**src/rtl/ram64_loader_pkg.sv**
```systemverilog
// rtl/ram64_loader_pkg.sv - shared sizes and loader FSM encodings for the ram64 family
//
// Purpose: single source for the ram64 geometry (word width, address width,
// depth) and the loader state encoding, imported by ram64_loader.
package ram64_loader_pkg;

  localparam int RAM_DATA_W = 16;
  localparam int RAM_ADDR_W = 6;
  localparam int RAM_DEPTH  = 64;

  typedef enum logic [1:0] {
    ST_IDLE   = 2'd0,
    ST_LOAD   = 2'd1,
    ST_FINISH = 2'd2
  } state_t;

endpackage

```
**src/rtl/ram64_loader.sv**
```systemverilog
// rtl/ram64_loader.sv - streams handshaked words into consecutive ram64 addresses
//
// Purpose: preloads ram64 from an upstream valid/ready word stream, starting at
// a programmed base address and wrapping modulo DEPTH.
// Ports:
//   clk, rst_n               clock, asynchronous active-low reset
//   start, base_addr, count  transfer request (sampled in IDLE only)
//   in_valid, in_data        upstream word; in_ready accepts it
//   ram_in, ram_address,     direct drive of ram64 in/address/load
//   ram_load
//   busy, done, err          status: in LOAD, 1-cycle finish pulse, sticky bad count
//   words_done               words written by the current/last transfer
module ram64_loader
  import ram64_loader_pkg::*;
#(
  parameter int DATA_W = RAM_DATA_W,
  parameter int ADDR_W = RAM_ADDR_W,
  parameter int DEPTH  = RAM_DEPTH
) (
  input  logic              clk,
  input  logic              rst_n,
  input  logic              start,
  input  logic [ADDR_W-1:0] base_addr,
  input  logic [ADDR_W:0]   count,
  input  logic              in_valid,
  input  logic [DATA_W-1:0] in_data,
  output logic              in_ready,
  output logic [DATA_W-1:0] ram_in,
  output logic [ADDR_W-1:0] ram_address,
  output logic              ram_load,
  output logic              busy,
  output logic              done,
  output logic              err,
  output logic [ADDR_W:0]   words_done
);

  state_t            r_state;
  state_t            w_next;
  logic [ADDR_W-1:0] r_addr;
  logic [ADDR_W:0]   r_remain;
  logic [ADDR_W:0]   r_words_done;
  logic              r_err;
  logic              r_err_done;

  logic w_idle;
  logic w_count_ok;
  logic w_xfer;
  logic w_last;

  assign w_idle     = (r_state == ST_IDLE);
  assign w_count_ok = (count != '0) && (count <= (ADDR_W+1)'(DEPTH));
  assign w_xfer     = in_valid && (r_state == ST_LOAD);
  assign w_last     = w_xfer && (r_remain == (ADDR_W+1)'(1));

  always_ff @(posedge clk or negedge rst_n) begin
    if (!rst_n) begin
      r_state <= ST_IDLE;
    end else begin
      r_state <= w_next;
    end
  end

  always_comb begin
    w_next = r_state;
    case (r_state)
      ST_IDLE:   if (start && w_count_ok) w_next = ST_LOAD;
      ST_LOAD:   if (w_last) w_next = ST_FINISH;
      ST_FINISH: w_next = ST_IDLE;
      default:   w_next = ST_IDLE;
    endcase
  end

  always_ff @(posedge clk or negedge rst_n) begin
    if (!rst_n) begin
      r_addr       <= '0;
      r_remain     <= '0;
      r_words_done <= '0;
      r_err        <= 1'b0;
      r_err_done   <= 1'b0;
    end else begin
      // A rejected start still owes the requester a done pulse, one cycle later.
      r_err_done <= 1'b0;
      if (w_idle && start) begin
        if (w_count_ok) begin
          r_addr       <= base_addr;
          r_remain     <= count;
          r_words_done <= '0;
          r_err        <= 1'b0;
        end else begin
          r_err      <= 1'b1;
          r_err_done <= 1'b1;
        end
      end else if (w_xfer) begin
        // DEPTH is 2**ADDR_W, so the natural overflow gives the modulo wrap.
        r_addr       <= r_addr + 1'b1;
        r_remain     <= r_remain - 1'b1;
        r_words_done <= r_words_done + 1'b1;
      end
    end
  end

  assign in_ready    = (r_state == ST_LOAD);
  assign busy        = (r_state == ST_LOAD);
  assign ram_load    = w_xfer;
  // Gate data so ram_in is a defined zero outside LOAD, including during reset.
  assign ram_in      = in_ready ? in_data : '0;
  assign ram_address = r_addr;
  assign done        = (r_state == ST_FINISH) || r_err_done;
  assign err         = r_err;
  assign words_done  = r_words_done;

endmodule
```
**config.mk**
```make
export PLATFORM = sky130hd
export DESIGN_NAME = ram64_loader
export DESIGN_NICKNAME = d
export VERILOG_FILES = /design/src/rtl/ram64_loader_pkg.sv /design/src/rtl/ram64_loader.sv
export SDC_FILE = /design/constraint.sdc
export NUM_CORES = 1
export LEC_CHECK = 0
export ABC_AREA = 1
export CELL_PAD_IN_SITES_DETAIL_PLACEMENT = 2
export CELL_PAD_IN_SITES_GLOBAL_PLACEMENT = 2
export CORE_UTILIZATION = 24
export CTS_CLUSTER_DIAMETER = 60
export DETAILED_ROUTE_END_ITERATION = 8
export HOLD_SLACK_MARGIN = 0.12
export PLACE_DENSITY = 0.91
export SETUP_SLACK_MARGIN = 0.4
export SYNTH_ARGS = -nofsm -noshare
export SYNTH_HDL_FRONTEND = slang
export SYNTH_SLANG_ARGS = --single-unit
```
**constraint.sdc**
```tcl
create_clock -name clk -period 3.6 [get_ports clk]
set_input_delay 1.08 -clock clk [delete_from_list [all_inputs] [get_ports clk]]
set_output_delay 1.08 -clock clk [all_outputs]
set_load 0.02 [all_outputs]
```
==> qor.yml, run 1 <==
grt.busiest_layer: "met2"
drive_above_1_share_pct: 5.14
antenna_found_initial: 0
met1_usage_pct: 20.3
fin_crit_ns: 3.14
met3_usage_pct: 2.53
path_clk_slew_ns: 0.09
post-cts-setup-buffers: 0
coreArea_sq_mm: 0.00649
synth_cell_type_count: 28
crit_arrival_ns: 2.06
cts_tree: "done"
stdcell_count: 388
ant_nets: 0
drt_iter0_drc: 38
cts_sinks: 24
die_h_um: 84.9
peakVddDrop_uv: 275
finalMaxSlewViolations: 0
dieArea_sq_mm: 0.00721
ios: 67
drv_cap: 0
drc_errors: 0
final_cell_mix: "nand2_1, clkdlybuf4s50_1, nand3_1, nor2_1, inv_1"
setup_viol: 0
place_congestion: 0.726
syn_nets: 283
dp_hpwl_um: 4740
finalInstanceArea_sq_mm: 0.00242
postSynthAreaPerCell_sq_um: 6.70
hold_depth: 1
start_util_pct: 25.4
syn_area_sq_mm: 0.00165
period_share_pct: 87.1
cp.required_ns: 2.52
clock_latency_ns: 0.28
grt_overflow_total: 0
final_common_cell: "nand2_1"
synth_cells: 246
holdWs_ns: 0.507
synth-seq-cells: 24
fin_nets: 349
finalHoldViolations: 0
holdCritPathClass: "flip-flop to flip-flop"
clockBufferDepth: 2
place_area_sq_mm: 0.00237
reg2reg_depth: 7
status: "complete, no violations"
startpoint_type: "primary input"
viasPerCell: 4.80
drt_wl_total_um: 6270
synth_seq_area_share_pct: 36.4
grt_start_max_net_pins: 25
antenna_cells: 0
grt_pass1_vias: 2062
grt_setup_unrepaired: "false"
tightest_slew_ns: 0.339
p_per_area_mw_per_mm2: 780
grt_first_pass_wirelength_um: 10300
io_buffers: 66
wire_per_inst_um: 16.2
clock_skew_ns: 0.00826
ys_warn_count: 0
maxSlewHeadroom_pct: 77.3
die_w_um: 84.9
r2r_slack_ns: 1.90
num_vias: 1864
path_max_fanout: 1
syn2layout_area_growth_pct: 46.8
path_class: "primary input to output port"
gr-usage-met2_pct: 36.4
root_buffer: "clkbuf_8"
htree_levels: 1
dp.cells: 384
cts_buffers: 3
clock.fmax_ghz: 0.319
leakage_nw: 1.24
final.setup.tns_ns: 0
first_pass_iters: 4
rows: 29
grt_use_total_pct: 18.4
crit_path_end_kind: "output port"
where the power goes:
part           switching (mW)  internal [mW]
logic                   0.683          0.442
clock network          0.0969          0.149
registers               0.143          0.375
critical path: stages:
cell and delay, ns:
clkdlybuf4s50_1 0.46, inv_1 0.05, nor2_1 0.11, dlygate4sd2_1 0.36
area by class of cell:
class                           count  area, sq um
Sequential cell                    24          601
Inverter                           32          120
Multi-Input combinational cell    181          863
Fill cell                         794         4070
Clock buffer                        3         41.3
Timing Repair Buffer               70          669
Tap cell                           77         96.3
Clock inverter                      1         30.0
final timing paths:
kind                                   startpoint                 endpoint
min                               err$_DFFE_PN0P_          err$_DFFE_PN0P_
max reg2reg                r_state[0]$_DFFE_PN0P_  r_remain[6]$_DFFE_PN0P_
min in group asynchronous                   rst_n  r_remain[3]$_DFFE_PN0P_
max                                    in_data[2]                ram_in[2]
max in group asynchronous                   rst_n   r_state[1]$_DFFE_PN0P_
min reg2reg                       err$_DFFE_PN0P_          err$_DFFE_PN0P_
sequential cells by signal, indices dropped and copies added, names as in the netlist:
register and count:
r_state 2, r_remain 7, words_done 7, ram_address 6
err 1, r_err_done 1
routing by layer:
layer,wire length [um],vias up,part of all wire [%]
met2,3490,20,56
met4,102,0,1.6
li1,-,900,-
met1,2560,935,41
met3,117,9,1.9
met5,0,-,0
cell families (layout without fill, tap and decap cells):
family,count (synthesis),after routing,share of synthesized area (%)
simple gates,161,161,43.6
buf+inv,41,106,11.2
flops,24,24,36.4
compound gates,14,14,4.70
fa+ha+maj,4,4,3.04
xor+xnor,2,2,1.06
synth_stat cells (all sizes together):
| master | number | area (sq um) |
|---|---|---|
| xnor2 | 1 | 8.76 |
| nor2 | 32 | 128 |
| nand4 | 4 | 25.0 |
| inv | 31 | 116 |
| xor2 | 1 | 8.76 |
| ha | 4 | 50.1 |
| clkinv | 1 | 3.75 |
| o21bai | 2 | 15.0 |
| o21ai | 7 | 35.0 |
| buf | 8 | 61.3 |
| and2 | 1 | 6.26 |
| or2 | 1 | 6.26 |
| dfrtp | 24 | 601 |
| clkbuf | 1 | 3.75 |
| nand3 | 36 | 193 |
| nor3b | 2 | 15.0 |
| nor3 | 1 | 5.00 |
| nand3b | 2 | 15.0 |
| o21a | 1 | 7.51 |
| a21oi | 4 | 20.0 |
| nand2 | 82 | 325 |
repair_timing:
action / 4_1_cts / 5_1_grt
hold buffers: 0 / 0
gates resized for setup: 17 / 0
endpoints found under the setup margin: 17 / 0
through the flow:
| stage | setup WS (ns) | power (mW) | util, % |
|---|---|---|---|
| 3_5_place_dp | 0.182 | 1.70 | 36.5 |
| 2_1_floorplan | 1.13 | 1.21 | - |
| 4_1_cts | 0.456 | 1.92 | 37.3 |
| 3_3_place_gp | 0.207 | 1.62 | 36.5 |
| 6_report | 0.464 | 1.89 | 37.3 |
| 5_1_grt | 0.413 | 2.04 | 37.3 |
Power figures use the tool's default switching activity.
==> inputs of run 2 (changes only) <==
--- a/config.mk
+++ b/config.mk
@@ -10,4 +10,5 @@
 export CELL_PAD_IN_SITES_GLOBAL_PLACEMENT = 2
 export CORE_UTILIZATION = 24
+export CTS_BUF_LIST = sky130_fd_sc_hd__clkbuf_4
 export CTS_CLUSTER_DIAMETER = 60
 export DETAILED_ROUTE_END_ITERATION = 8
==> constraint.sdc (replaced) <==
create_clock -name clk -period 3.6 [get_ports clk]
set_input_delay 0.36 -clock clk [delete_from_list [all_inputs] [get_ports clk]]
set_output_delay 0.36 -clock clk [all_outputs]
set_load 0.02 [all_outputs]
==> qor.yml, run 2 (synthesis gave the netlist of run 1 again) <==
clock_latency_ns: 0.32
p_switching_mw: 0.906
pwr-share-clk_pct: 7.1
place_congestion: 0.690
holdCritPathClass: "primary input to asynchronous set/reset pin"
crit_path_end_kind: "output port"
dieArea_sq_mm: 0.00721
ios: 67
setup_viol: 0
root_buffer: "clkbuf_4"
final_common_cell: "nand2_1"
finalHoldViolations: 0
stdcell_count: 386
grt.busiest_layer: "met2"
netSwitchingFraction_pct: 50.4
clock_skew_ns: 0.00201
path_max_fanout: 23
maxSlewHeadroom_pct: 67.6
coreArea_sq_mm: 0.00649
tightest_slew_ns: 0.484
drt_wl_total_um: 6110
viasPerCell: 4.80
ant_nets: 0
r2r-end: "r_state[0]$_DFFE_PN0P_"
crit_family: "buffers and inverters"
grt_overflow_total: 0
met3_usage_pct: 2.72
period_share_pct: 75.8
path_class: "flip-flop to output port"
drv_cap: 0
path_clk_slew_ns: 0.14
crit_arrival_ns: 2.37
p_seq_share_pct: 29.0
startpoint_type: "flip-flop"
r2r_slack_ns: 1.74
die_h_um: 84.9
timing.rr.start: "r_state[0]$_DFFE_PN0P_"
cp.required_ns: 3.24
p_per_area_mw_per_mm2: 754
grt_setup_unrepaired: "false"
io_buffers: 66
leakage_nw: 1.17
post-cts-setup-buffers: 0
cts_resized: 0
syn2layout_area_growth_pct: 44.5
cts_sinks: 24
seqCellArea_sq_um: 601
crit_buf_inv: 3
antenna_cells: 0
final_util_pct: 36.7
final.setup.tns_ns: 0
drive_above_1_share_pct: 4.21
peakVddDrop_uv: 240
clock.fmax_ghz: 0.366
holdWs_ns: 0.390
rows: 29
clockBufferDepth: 2
combPwrFrac_pct: 63.9
reg2reg_depth: 5
grt_use_total_pct: 17.9
drc_errors: 0
fillers: 789
cpPeakStageDelay_ns: 0.58
ctsHoldBuffers: 0
met1_usage_pct: 19.5
status: "complete, no violations"
final_cell_mix: "nand2_1, clkdlybuf4s50_1, nand3_1, nor2_1, inv_1"
finalMaxSlewViolations: 0
grt_pass1_vias: 2099
grt_first_pass_wirelength_um: 10200
dp.cells: 382
wire_per_inst_um: 15.8
first_pass_iters: 4
path_cells: "nand2_4 > clkinv_1 > nand2_2 > inv_1 > clkdlybuf4s50_1"
cp_slowest_cell: "clkdlybuf4s50_1"
fin_nets: 347
htree_levels: 1
gr-usage-met2_pct: 35.9
internal_power_mw: 0.891
drt_iter0_drc: 78
grt_start_max_net_pins: 25
num_vias: 1851
antenna_found_initial: 0
cts_tree: "done"
dp_hpwl_um: 4770
fin_crit_ns: 2.73
multi_input_area_sq_um: 863
cts_buffers: 3
start_util_pct: 25.4
die_w_um: 84.9
run 2: how the worst max path moves through the flow:
stage	from	endpoint	slack, ns	depth (start not counted)
2_1_floorplan	r_state[0]$_DFFE_PN0P_	ram_load	2.17	4
3_3_place_gp	in_valid	ram_load	1.25	4
3_5_place_dp	in_valid	ram_load	1.23	4
4_1_cts	r_state[0]$_DFFE_PN0P_	ram_load	0.85	5
5_1_grt	r_state[0]$_DFFE_PN0P_	ram_load	0.75	5
6_report	r_state[0]$_DFFE_PN0P_	ram_load	0.87	5
run 2: per-stage QoR:
step	power (mW)	cell area, sq um	worst slack, ns
6_report	1.80	2380	0.871
5_1_grt	1.96	2380	0.754
4_1_cts	1.83	2380	0.853
3_5_place_dp	1.69	2360	1.23
3_3_place_gp	1.62	2360	1.25
2_1_floorplan	1.21	1650	2.17
run 2: power by group through the flow:
stage	logic, mW	registers (mW)	clock network [mW]
floorplan	0.650	0.555	0
finish	1.15	0.521	0.127
global route	1.28	0.541	0.140
global placement	1.10	0.520	0
CTS	1.17	0.524	0.130
detailed placement	1.16	0.528	0
run 2: metal layers:
metal	vias to the layer above	wire (um)
met5	-	0
met4	0	100
met3	8	134
met2	24	3390
met1	927	2490
li1	892	-
run 2: final cells by class:
class                           count  area share, %
Multi-Input combinational cell    181           36.2
Clock inverter                      1          0.158
Clock buffer                        3          0.945
Sequential cell                    24           25.2
Timing Repair Buffer               68           28.4
Inverter                           32           5.04
Tap cell                           77           4.04
==> inputs of run 3 (changes only) <==
- CORE_UTILIZATION: 24 -> 20
- PLACE_DENSITY: 0.91 -> 0.81
- clock period: 3.6 -> 2.25 ns (I/O delays scaled with it)
==> qor.yml, run 3 (synthesis gave the netlist of run 1 again) <==
clockBufferDepth: 2
grt_pass1_vias: 2045
r2r-end: "ram_address[5]$_DFFE_PN0P_"
place_congestion: 0.739
drc_errors: 0
drt_iter0_drc: 57
path_class: "flip-flop to output port"
grt_overflow_total: 0
final_common_cell: "nand2_1"
cp.required_ns: 2.03
dieArea_sq_mm: 0.00861
peakVddDrop_uv: 445
clock_skew_ns: 0.00671
post-cts-setup-buffers: 0
first_pass_iters: 4
status: "complete, no violations"
finalMaxSlewViolations: 0
fin_crit_ns: 1.80
die_h_um: 92.8
crit_path_end_kind: "output port"
grt_setup_unrepaired: "true"
syn2layout_area_growth_pct: 48.6
path_clk_slew_ns: 0.15
final_util_pct: 31.2
holdCritPathClass: "primary input to asynchronous set/reset pin"
rows: 32
clock.fmax_ghz: 0.556
power_mw: 2.92
ant_nets: 0
leakage_nw: 1.25
setup_viol: 0
io_buffers: 66
tightest_slew_ns: 0.329
reg2reg_depth: 7
maxSlewHeadroom_pct: 78.0
start_util_pct: 21.0
drt_wl_total_um: 5620
viasPerCell: 4.42
path_max_fanout: 18
wire_per_inst_um: 13.6
finalHoldViolations: 0
grt_start_max_net_pins: 25
fin_nets: 350
timing.rr.start: "r_state[0]$_DFFE_PN0P_"
antenna_found_initial: 0
p_per_area_mw_per_mm2: 1190
drv_cap: 0
antenna_cells: 0
final_cell_mix: "nand2_1, clkdlybuf4s50_1, nand3_1, nor2_1, inv_1"
coreArea_sq_mm: 0.00785
final.setup.tns_ns: 0
htree_levels: 1
cts_tree: "done"
period_share_pct: 80.0
die_w_um: 92.8
cts_sinks: 24
dp_hpwl_um: 4370
cts_buffers: 3
grt_first_pass_wirelength_um: 9670
startpoint_type: "flip-flop"
crit_arrival_ns: 1.57
drive_above_1_share_pct: 5.77
clock_latency_ns: 0.33
num_vias: 1830
r2r_slack_ns: 0.69
ios: 67
root_buffer: "clkbuf_4"
grt_use_total_pct: 14.0
==> run 3: worst max path at each step <==
stage | startpoint | endpoint | slack [ns] | depth (start not counted)
finish | r_state[0]$_DFFE_PN0P_ | ram_load | 0.45 | 5
global route | r_state[0]$_DFFE_PN0P_ | ram_load | 0.32 | 5
CTS | r_state[0]$_DFFE_PN0P_ | ram_load | 0.36 | 5
detailed placement | r_state[0]$_DFFE_PN0P_ | ram_load | 0.48 | 5
global placement | r_state[0]$_DFFE_PN0P_ | ram_load | 0.48 | 5
floorplan | r_state[0]$_DFFE_PN0P_ | ram_address[0]$_DFFE_PN0P_ | 0.91 | 7
==> run 3: metrics by stage <==
step	hold slack [ns]	worst slack, ns	instances	cell area, sq um
6_report	0.234	0.450	414	2450
3_3_place_gp	0.491	0.477	410	2410
4_1_cts	0.241	0.364	414	2440
3_5_place_dp	0.529	0.482	410	2410
5_1_grt	0.237	0.325	414	2450
2_1_floorplan	-0.0706	0.908	246	1650
==> run 3: critical path, cell delays in order (launching register included) <==
cell and delay (ns):
dfrtp_2 0.49, nand2_8 0.15, clkinv_1 0.12, nand2_2 0.08
inv_1 0.08, dlygate4sd2_1 0.33
==> run 3: routing by layer <==
layer / vias to the layer above / share of wire (%) / GRT usage, %
met5: - / 0 / 0
met4: 0 / 1.2 / 3.85
met3: 5 / 2.4 / 1.07
met2: 31 / 56 / 27.7
met1: 894 / 41 / 15.8
li1: 900 / - / -
==> run 3: layout make-up <==
cell class              count  area, sq um
fillers                   971         5400
clock inverters             1         30.0
well taps                 102          128
flip-flops and latches     24          602
repair buffers             71          677
multi-input cells         181          872
inverters                  32          120
clock buffers               3         22.5
==> run 3: where the power goes <==
part           switching (mW)  internal [mW]  total [mW]
logic                    1.05          0.704        1.76
registers               0.239          0.602       0.840
clock network           0.145          0.180       0.325
==> run 3: timing repair <==
action | 4_1_cts | 5_1_grt
pin swaps | 0 | 0
resized for setup | 20 | 2
hold buffers | 0 | 0
endpoints found under the setup margin | 19 | 2
